`config.mk`:
```
export PLATFORM = sky130hd
export DESIGN_NAME = gpio_in_capture
export DESIGN_NICKNAME = d
export VERILOG_FILES = /design/src/rtl/gpio_in_capture.sv
export SDC_FILE = /design/constraint.sdc
export NUM_CORES = 1
export LEC_CHECK = 0
export BUFFER_PORTS_ARGS = -buffer_cell sky130_fd_sc_hd__buf_2
export CORE_MARGIN = 1
export CORE_UTILIZATION = 55
export CTS_BUF_LIST = sky130_fd_sc_hd__clkbuf_8 sky130_fd_sc_hd__clkbuf_16
export DETAILED_ROUTE_END_ITERATION = 10
export HOLD_SLACK_MARGIN = 0.02
export PLACE_DENSITY_LB_ADDON = 0.25
export SLEW_MARGIN = 20
export SYNTH_ARGS = -nofsm -noshare
export SYNTH_HDL_FRONTEND = slang
export SYNTH_HIERARCHICAL = 1
export SYNTH_SLANG_ARGS = --single-unit
```
`constraint.sdc`:
```
create_clock -name clk -period 1.7 [get_ports clk]
set_input_delay 0 -clock clk [delete_from_list [all_inputs] [get_ports clk]]
set_output_delay 0 -clock clk [all_outputs]
set_load 0.1 [all_outputs]
```
`src/rtl/gpio_in_capture.sv`:
```
// GPIO input capture: 2-flop sync + optional per-pin debounce, sticky edge flags, W1C regs, irq.
// Define GPIO_IN_DEBOUNCE_EN to enable the debounce counters; otherwise level tracks the synchronizer.

module gpio_in_pin #(
  parameter int DEBOUNCE_CYCLES = 27000
) (
  input  logic clk,
  input  logic rst,
  input  logic pin,
  output logic level,
  output logic upd
);
  logic s1, s2;

  if (DEBOUNCE_CYCLES < 1 || DEBOUNCE_CYCLES > 65535) begin : g_bad_db
    $error("DEBOUNCE_CYCLES out of range 1..65535");
  end

  always_ff @(posedge clk) begin
    if (rst) begin
      s1 <= 1'b0;
      s2 <= 1'b0;
    end else begin
      s1 <= pin;
      s2 <= s1;
    end
  end

`ifdef GPIO_IN_DEBOUNCE_EN
  localparam logic [15:0] TH = 16'(DEBOUNCE_CYCLES - 1);
  logic [15:0] cnt;

  // upd is the cycle in which level will take s2; the top uses it to set edge flags
  assign upd = (s2 != level) && (cnt == TH);

  always_ff @(posedge clk) begin
    if (rst) begin
      cnt   <= '0;
      level <= 1'b0;
    end else if (s2 == level) begin
      cnt <= '0;
    end else if (upd) begin
      level <= s2;
      cnt   <= '0;
    end else begin
      cnt <= cnt + 16'd1;
    end
  end
`else
  assign upd = (s2 != level);

  always_ff @(posedge clk) begin
    if (rst) level <= 1'b0;
    else     level <= s2;
  end
`endif
endmodule

module gpio_in_capture #(
  parameter int                    ADDR_WIDTH      = 12,
  parameter logic [ADDR_WIDTH-1:0] BASE_ADDR       = 'h084,
  parameter int                    DEBOUNCE_CYCLES = 27000
) (
  input  logic                  clk,
  input  logic                  rst,
  input  logic [7:0]            pin_in,
  input  logic [ADDR_WIDTH-1:0] addr,
  input  logic                  wr,
  input  logic                  byt,
  input  logic [15:0]           wr_data,
  output logic [15:0]           rd_data,
  output logic                  hit_d,
  output logic [7:0]            level,
  output logic                  irq
);
  localparam int NUM_PINS = 8;

  if (BASE_ADDR[0] != 1'b0) begin : g_bad_base
    $error("BASE_ADDR must be even");
  end

  logic [NUM_PINS-1:0] upd;
  logic [NUM_PINS-1:0] rise, fall, irq_en;

  for (genvar i = 0; i < NUM_PINS; i++) begin : g_pin
    gpio_in_pin #(.DEBOUNCE_CYCLES(DEBOUNCE_CYCLES)) u_pin (
      .clk   (clk),
      .rst   (rst),
      .pin   (pin_in[i]),
      .level (level[i]),
      .upd   (upd[i])
    );
  end

  // Offset wraps to a large value below BASE, so one compare covers both range ends
  logic [ADDR_WIDTH-1:0] off;
  logic                  hit;
  assign off = addr - BASE_ADDR;
  assign hit = (off[ADDR_WIDTH-1:2] == '0);

  logic                rise_wr, fall_wr, en_wr;
  logic [NUM_PINS-1:0] rise_set, fall_set, rise_clr, fall_clr;

  // Byte lanes: odd offset = high byte (flags), even offset = low byte (level / irq_en)
  assign rise_wr  = wr && hit && !off[1] && (!byt || off[0]);
  assign fall_wr  = wr && hit &&  off[1] && (!byt || off[0]);
  assign en_wr    = wr && hit &&  off[1] && (!byt || !off[0]);
  assign rise_clr = rise_wr ? wr_data[15:8] : '0;
  assign fall_clr = fall_wr ? wr_data[15:8] : '0;
  assign rise_set = upd & ~level;
  assign fall_set = upd &  level;

  always_ff @(posedge clk) begin
    if (rst) begin
      rise    <= '0;
      fall    <= '0;
      irq_en  <= '0;
      irq     <= 1'b0;
      rd_data <= '0;
      hit_d   <= 1'b0;
    end else begin
      rise  <= (rise & ~rise_clr) | rise_set;
      fall  <= (fall & ~fall_clr) | fall_set;
      if (en_wr) irq_en <= wr_data[7:0];
      irq   <= |((rise | fall) & irq_en);
      hit_d <= hit;
      if (!hit)        rd_data <= '0;
      else if (off[1]) rd_data <= {fall, irq_en};
      else             rd_data <= {rise, level};
    end
  end
endmodule

```
==> results of run 1 <==
-- sequential cells by signal, summed over array words and instances, names as in the netlist --
| register | cells |
|---|---|
| hit_d | 1 |
| rd_data | 16 |
| irq_en | 8 |
| fall | 8 |
| g_pin.u_pin/level | 8 |
| g_pin.u_pin/s1 | 8 |
| rise | 8 |
| g_pin.u_pin/s2 | 8 |
| irq | 1 |
-- logic make-up after synthesis --
| family | synth area share (%) |
|---|---|
| buffers and inverters | 1.644 |
| AOI/OAI and AO/OA | 9.399 |
| and+or+nand+nor | 21.98 |
| DFF | 54.24 |
| muxes | 9.861 |
| xor gates and xnor gates | 2.876 |
-- power groups by stage --
stage	Clock, mW	Combinational, mW	Sequential (mW)
6_report	1.33	0.277	1.61
4_1_cts	1.35	0.274	1.61
2_1_floorplan	0	0.106	1.68
3_5_place_dp	0	0.226	1.65
3_3_place_gp	0	0.222	1.65
5_1_grt	1.43	0.299	1.62
-- layer usage --
layer / GRT usage [%] / vias up / share of wire [%]
met5: 0 / - / 0
met2: 42.77 / 71 / 50
met1: 29.44 / 955 / 42
li1: - / 1008 / -
met4: 16.15 / 0 / 2.4
met3: 7.237 / 14 / 5.7
-- area by class of cell --
cell class | instances | area (µm²) | share of cell area, %
Timing Repair Buffer | 97 | 628.1 | 18.98
Multi-Input combinational cell | 157 | 1075 | 32.48
Inverter | 2 | 7.507 | 0.2268
Clock buffer | 11 | 151.4 | 4.575
Sequential cell | 66 | 1331 | 40.23
Tap cell | 50 | 62.56 | 1.890
Clock inverter | 5 | 53.80 | 1.626
-- worst paths after layout --
check | start | to | slack [ns] | cells past startpoint
hold / removal | addr[1] | rd_data[13] | 0.10 | 3
setup / recovery | g_pin[2].u_pin/level | rise[2] | 0.39 | 4
setup reg to reg | g_pin[2].u_pin/level | rise[2] | 0.39 | 4
hold reg to reg | g_pin[1].u_pin/s1 | g_pin[1].u_pin/s2 | 0.44 | 1
-- synthesized netlist by cell type, drive strengths merged --
master  instances
dfxtp          66
nor2b          34
mux2i          24
nand2b         24
nor2           18
a311oi         16
a21oi           8
nand2           8
o21ai           8
xor2            8
clkbuf          4
buf             3
nand4           3
inv             2
nor3            2
a211o           1
nand4b          1
nor4            1
nor4b           1
-- through the flow --
step	setup slack, ns	instance area [µm²]	utilization, %	hold WS (ns)	power (mW)
5_1_grt	0.3483	3309	80.42	0.1145	3.342
6_report	0.3917	3309	80.42	0.1030	3.219
4_1_cts	0.4178	3309	80.42	0.09731	3.239
3_3_place_gp	0.2873	2854	69.35	0.2064	1.867
2_1_floorplan	0.2672	2446	-	0.06420	1.784
3_5_place_dp	0.2351	2854	69.35	0.2155	1.873
-- placed cells by master (no fill, tap or decap), drive strengths merged, types with 11 or more instances in the layout --
cell type / count
a311oi: 16
buf: 72
clkbuf: 11
dfxtp: 66
dlygate4sd3: 25
mux2i: 24
nand2b: 24
nor2: 18
nor2b: 34
-- tightest hold or removal path, cell delays in order --
cell	delay (ns)
buf_2	0.20
mux2i_1	0.15
nor2_1	0.07
==> results.sh, run 1 <==
export IMPL_run_status="complete, no violations"
export IMPL_distinct_cell_type_count_after_synthesis=20
export IMPL_std_cell_rows=23
export IMPL_setup_viol=0
export IMPL_required_ns=1.93
export IMPL_drc=0
export IMPL_yosys_warnings=6
export IMPL_final_min_clock_period_ns=1.308
export IMPL_switching_share_pct=23.15
export IMPL_layout_area_overhead_vs_synth_pct=35.85
export IMPL_layout_cells_sized_above_1_pct=29.29
export IMPL_grt_pass1_vias=1922
export IMPL_yosys_area_top_type="dfxtp_1"
export IMPL_path_clk_slew_ns=0.07
export IMPL_worst_path_max_stage_delay_ns=0.37
export IMPL_finalClockSkew_ns=0.007900
export IMPL_part_of_the_power_in_registers_pct=50.1
export IMPL_power_per_cell_area_nw_per_um2=972.6
export IMPL_rsz0062_at_grt="false"
export IMPL_cp_end_kind="flop"
export IMPL_clock_sinks=66
export IMPL_wire_length_of_the_first_global_routing_pass_um=8535
export IMPL_crit_path_top_delay_cell="dfxtp_2"
export IMPL_clkLatencyLatePin_ns=0.34
export IMPL_drt_antenna_violating_nets=0
export IMPL_detailedPlacementHpwl_um=3475
export IMPL_post_synth_cell_area_avg_um2=10.50
export IMPL_num_io_pins=66
export IMPL_drt_pass1_iterations=4
export IMPL_final_period_utilization_pct=76.96
export IMPL_slew_violations=0
export IMPL_die_height_um=68.55
export IMPL_gpl_final_weighted_congestion=0.7648
export IMPL_post_drt_via_cell_ratio=5.278
export IMPL_instances_no_fill=388
export IMPL_headroom_to_the_max_slew_limit_pct=67.41
export IMPL_pin_count_of_the_biggest_net_entering_global_routing=20
export IMPL_yosys_register_bits=66
export IMPL_wl_um=5546
export IMPL_seq_area_frac_synth_pct=54.24
export IMPL_synthesis_nets=272
export IMPL_die_area_um2=4699
export IMPL_n_fill_cell=266
export IMPL_synth_area_leaders="dfxtp_1 (54%), mux2i_1 (9.9%), nor2b_1 (8.7%)"
export IMPL_cts_resized=0
export IMPL_static_leakage_power_nw=1.486
export IMPL_layout_nets=373
export IMPL_antenna_found_initial=0
export IMPL_routed_via_count=2048
export IMPL_initial_utilization_pct=59.20
export IMPL_detailedRoute_firstIterationViolations=105
export IMPL_floorplan_die_width_um=68.55
export IMPL_synthDominantCellAreaShare_pct=54.24
export IMPL_cts_hold_buffers_added=25
export IMPL_timing_critical_path_buf_inv=0
export IMPL_holdCritPathClass="in2reg"
export IMPL_total_number_of_h_tree_levels=3
export IMPL_critical_path_class="reg2reg"
export IMPL_insertedDiodeCount=0
export IMPL_max_clock_path_buffers=2
export IMPL_dp_cells=347
export IMPL_cpLargestDelayFamily="flip-flops"
export IMPL_syn_cell_area_um2=2436
export IMPL_worst_ep_arrival_time_ns=1.54
export IMPL_buffer_ports_inserted=65
export IMPL_overflow=0
export IMPL_critPathLaunchType="flop"
export IMPL_grt_total_usage_pct=25.92
export IMPL_drv_cap=0
export IMPL_crit_fanout=6
export IMPL_postCtsSetupBuffers=0
export IMPL_internal_power_mw=2.473
export IMPL_power_switching_mw=0.7452
export IMPL_fmax_ghz=0.7644
export IMPL_vdd_drop_max_v=0.0007697
export IMPL_wl_per_cell_um=14.29
export IMPL_floorplan_core_area_um2=4115
export IMPL_clock_power_share_pct=41.3
export IMPL_tritoncts="yes"
export IMPL_clk_root_buffer_cell="clkbuf_8"
export IMPL_combPwrFrac_pct=8.6
export IMPL_synthesis_instances=232
export IMPL_fin_setup_tns_ns=0
export IMPL_path_cells="xor2_1, nand2b_1, nor2b_1, a311oi_1"
export IMPL_finalHoldViolations=0
export IMPL_max_slew_worst_pin_slew_ns=0.4922
export IMPL_numCtsBuffers=9
(Power assumes the default switching activity.)
==> inputs of run 2 (changes only) <==
CORE_UTILIZATION = 46   (was 55)
clock period = 1.2 ns   (was 1.7 ns; I/O delays follow)
==> results.sh, run 2 (synthesized netlist as in run 1, its figures left out) <==
export IMPL_detailedPlacementHpwl_um=3621
export IMPL_detailedRoute_firstIterationViolations=72
export IMPL_holdCritPathClass="in2reg"
export IMPL_floorplan_core_area_um2=5107
export IMPL_layout_area_overhead_vs_synth_pct=41.71
export IMPL_layout_cells_most_common_list="buf_2 (64), dfxtp_1 (57), nor2b_1 (33)"
export IMPL_cpLargestDelayFamily="flip-flops"
export IMPL_timing_critical_path_buf_inv=0
export IMPL_num_io_pins=66
export IMPL_wire_length_of_the_first_global_routing_pass_um=8045
export IMPL_antenna_found_initial=0
export IMPL_r2r_path_end="rise[7]"
export IMPL_r2r_worst_path_cells=4
export IMPL_drv_cap=0
export IMPL_initial_utilization_pct=47.70
export IMPL_grt_total_usage_pct=19.89
export IMPL_pin_count_of_the_biggest_net_entering_global_routing=19
export IMPL_worst_hold_slack_ns=0.1883
export IMPL_floorplan_die_width_um=74.77
export IMPL_critical_path_class="reg2reg"
export IMPL_cp_end_kind="flop"
export IMPL_headroom_to_the_max_slew_limit_pct=67.09
export IMPL_insertedDiodeCount=0
export IMPL_run_status="complete, no violations"
export IMPL_tritoncts="yes"
export IMPL_dp_cells=371
export IMPL_holdPathStages=3
export IMPL_clk_root_buffer_cell="clkbuf_8"
export IMPL_finalHoldViolations=0
export IMPL_grt_pass1_vias=1828
export IMPL_finalClockSkew_ns=0.002837
export IMPL_required_ns=1.45
export IMPL_routed_via_count=1965
export IMPL_worst_hold_path_endpoint="irq_en[3]"
export IMPL_die_area_um2=5591
export IMPL_max_slew_worst_pin_slew_ns=0.4971
export IMPL_vdd_drop_max_v=0.0006458
export IMPL_crit_fanout=6
export IMPL_power_per_cell_area_nw_per_um2=1224
export IMPL_drt_antenna_violating_nets=0
export IMPL_wl_per_cell_um=12.48
export IMPL_numCtsBuffers=9
export IMPL_setup_viol=0
export IMPL_die_height_um=74.77
export IMPL_final_min_clock_period_ns=1.157
export IMPL_std_cell_rows=26
export IMPL_post_drt_via_cell_ratio=4.746
export IMPL_path_clk_slew_ns=0.07
export IMPL_critPathLaunchType="flop"
export IMPL_n_fill_cell=415
export IMPL_gpl_final_weighted_congestion=0.7469
export IMPL_path_cells="xor2_4, nand2b_1, nor2b_2, a311oi_2"
export IMPL_wl_um=5167
export IMPL_slew_violations=0
export IMPL_final_period_utilization_pct=96.42
export IMPL_buffer_ports_inserted=65
export IMPL_total_number_of_h_tree_levels=3
export IMPL_max_clock_path_buffers=2
export IMPL_instances_no_fill=414
export IMPL_final_common_cell="buf_2"
export IMPL_crit_path_top_delay_cell="dfxtp_4"
export IMPL_layout_nets=379
export IMPL_clock_sinks=66
export IMPL_timing_rr_start="g_pin[7].u_pin/level"
export IMPL_largest_reg_flops=16
export IMPL_drc=0
export IMPL_layout_cells_sized_above_1_pct=33.43
export IMPL_worst_path_max_stage_delay_ns=0.41
export IMPL_drt_pass1_iterations=4
export IMPL_static_leakage_power_nw=1.522
export IMPL_regToRegSetupSlack_ns=0.04
export IMPL_finalCoreUtilization_pct=67.59
export IMPL_clkLatencyLatePin_ns=0.33
export IMPL_hold_start="byt"
export IMPL_fmax_ghz=0.8643
export IMPL_overflow=0
export IMPL_worst_ep_arrival_time_ns=1.40
export IMPL_largest_register="rd_data"
export IMPL_finalPower_mw=4.225
[run 2: changes by cell type in the layout (fill, tap and decap cells not counted), sizes merged]
cell	before	now
clkinvlp	2	0
bufinv	1	0
buf	72	76
dlygate4sd3	25	26
inv	3	5
clkinv	1	3
[run 2: worst min-delay path, stage by stage]
cell and delay (ns):
buf_2 0.09, a211o_2 0.27, mux2i_1 0.11
[run 2: how the worst max path moves through the flow]
| stage | startpoint | to | slack, ns | cells after the start |
|---|---|---|---|---|
| 3_3_place_gp | addr[8] | irq_en[6] | -0.15 | 5 |
| 5_1_grt | g_pin[7].u_pin/level | rise[7] | -0.01 | 4 |
| 2_1_floorplan | g_pin[6].u_pin/level | rise[6] | 0.02 | 4 |
| 6_report | g_pin[7].u_pin/level | rise[7] | 0.04 | 4 |
| 4_1_cts | addr[1] | irq_en[2] | 0.02 | 5 |
| 3_5_place_dp | addr[3] | irq_en[1] | -0.17 | 5 |
[run 2: cell type report]
type / instances / area [µm²] / area share (%)
inverter: 2 / 7.507 / 0.2175
clock buffer: 10 / 137.6 / 3.987
sequential: 66 / 1353 / 39.18
multi-input combinational: 157 / 1162 / 33.67
tap: 70 / 87.58 / 2.537
timing repair buffer: 103 / 678.2 / 19.64
clock inverter: 6 / 26.28 / 0.7611
[run 2: layer usage]
metal / vias to the layer above / share of wire, % / track usage [%]
li1: 1016 / - / -
met5: - / 0 / 0
met3: 11 / 3.5 / 5.756
met4: 0 / 2.1 / 8.176
met2: 50 / 50 / 34.13
met1: 888 / 44 / 23.30
[run 2: per-stage QoR]
stage,area [µm²],worst slack (ns),TNS [ns]
floorplan,2526,0.01738,0
global placement,2989,-0.1515,-2.410
detailed placement,2989,-0.1681,-2.434
CTS,3413,0.02065,0
global route,3452,-0.01076,-0.01076
finish,3452,0.04297,0
[run 2: report_power, final]
group,switching [mW],internal [mW],total (mW)
registers,0.0431,2.23,2.28
logic,0.194,0.212,0.406
clock network,0.769,0.772,1.54
[run 2: timing repair]
action,4_1_cts,5_1_grt
endpoints found under the hold margin,34,0
endpoints found under the setup margin,0,9
buffers inserted,0,1
hold buffers,26,0
gates resized for setup,0,7
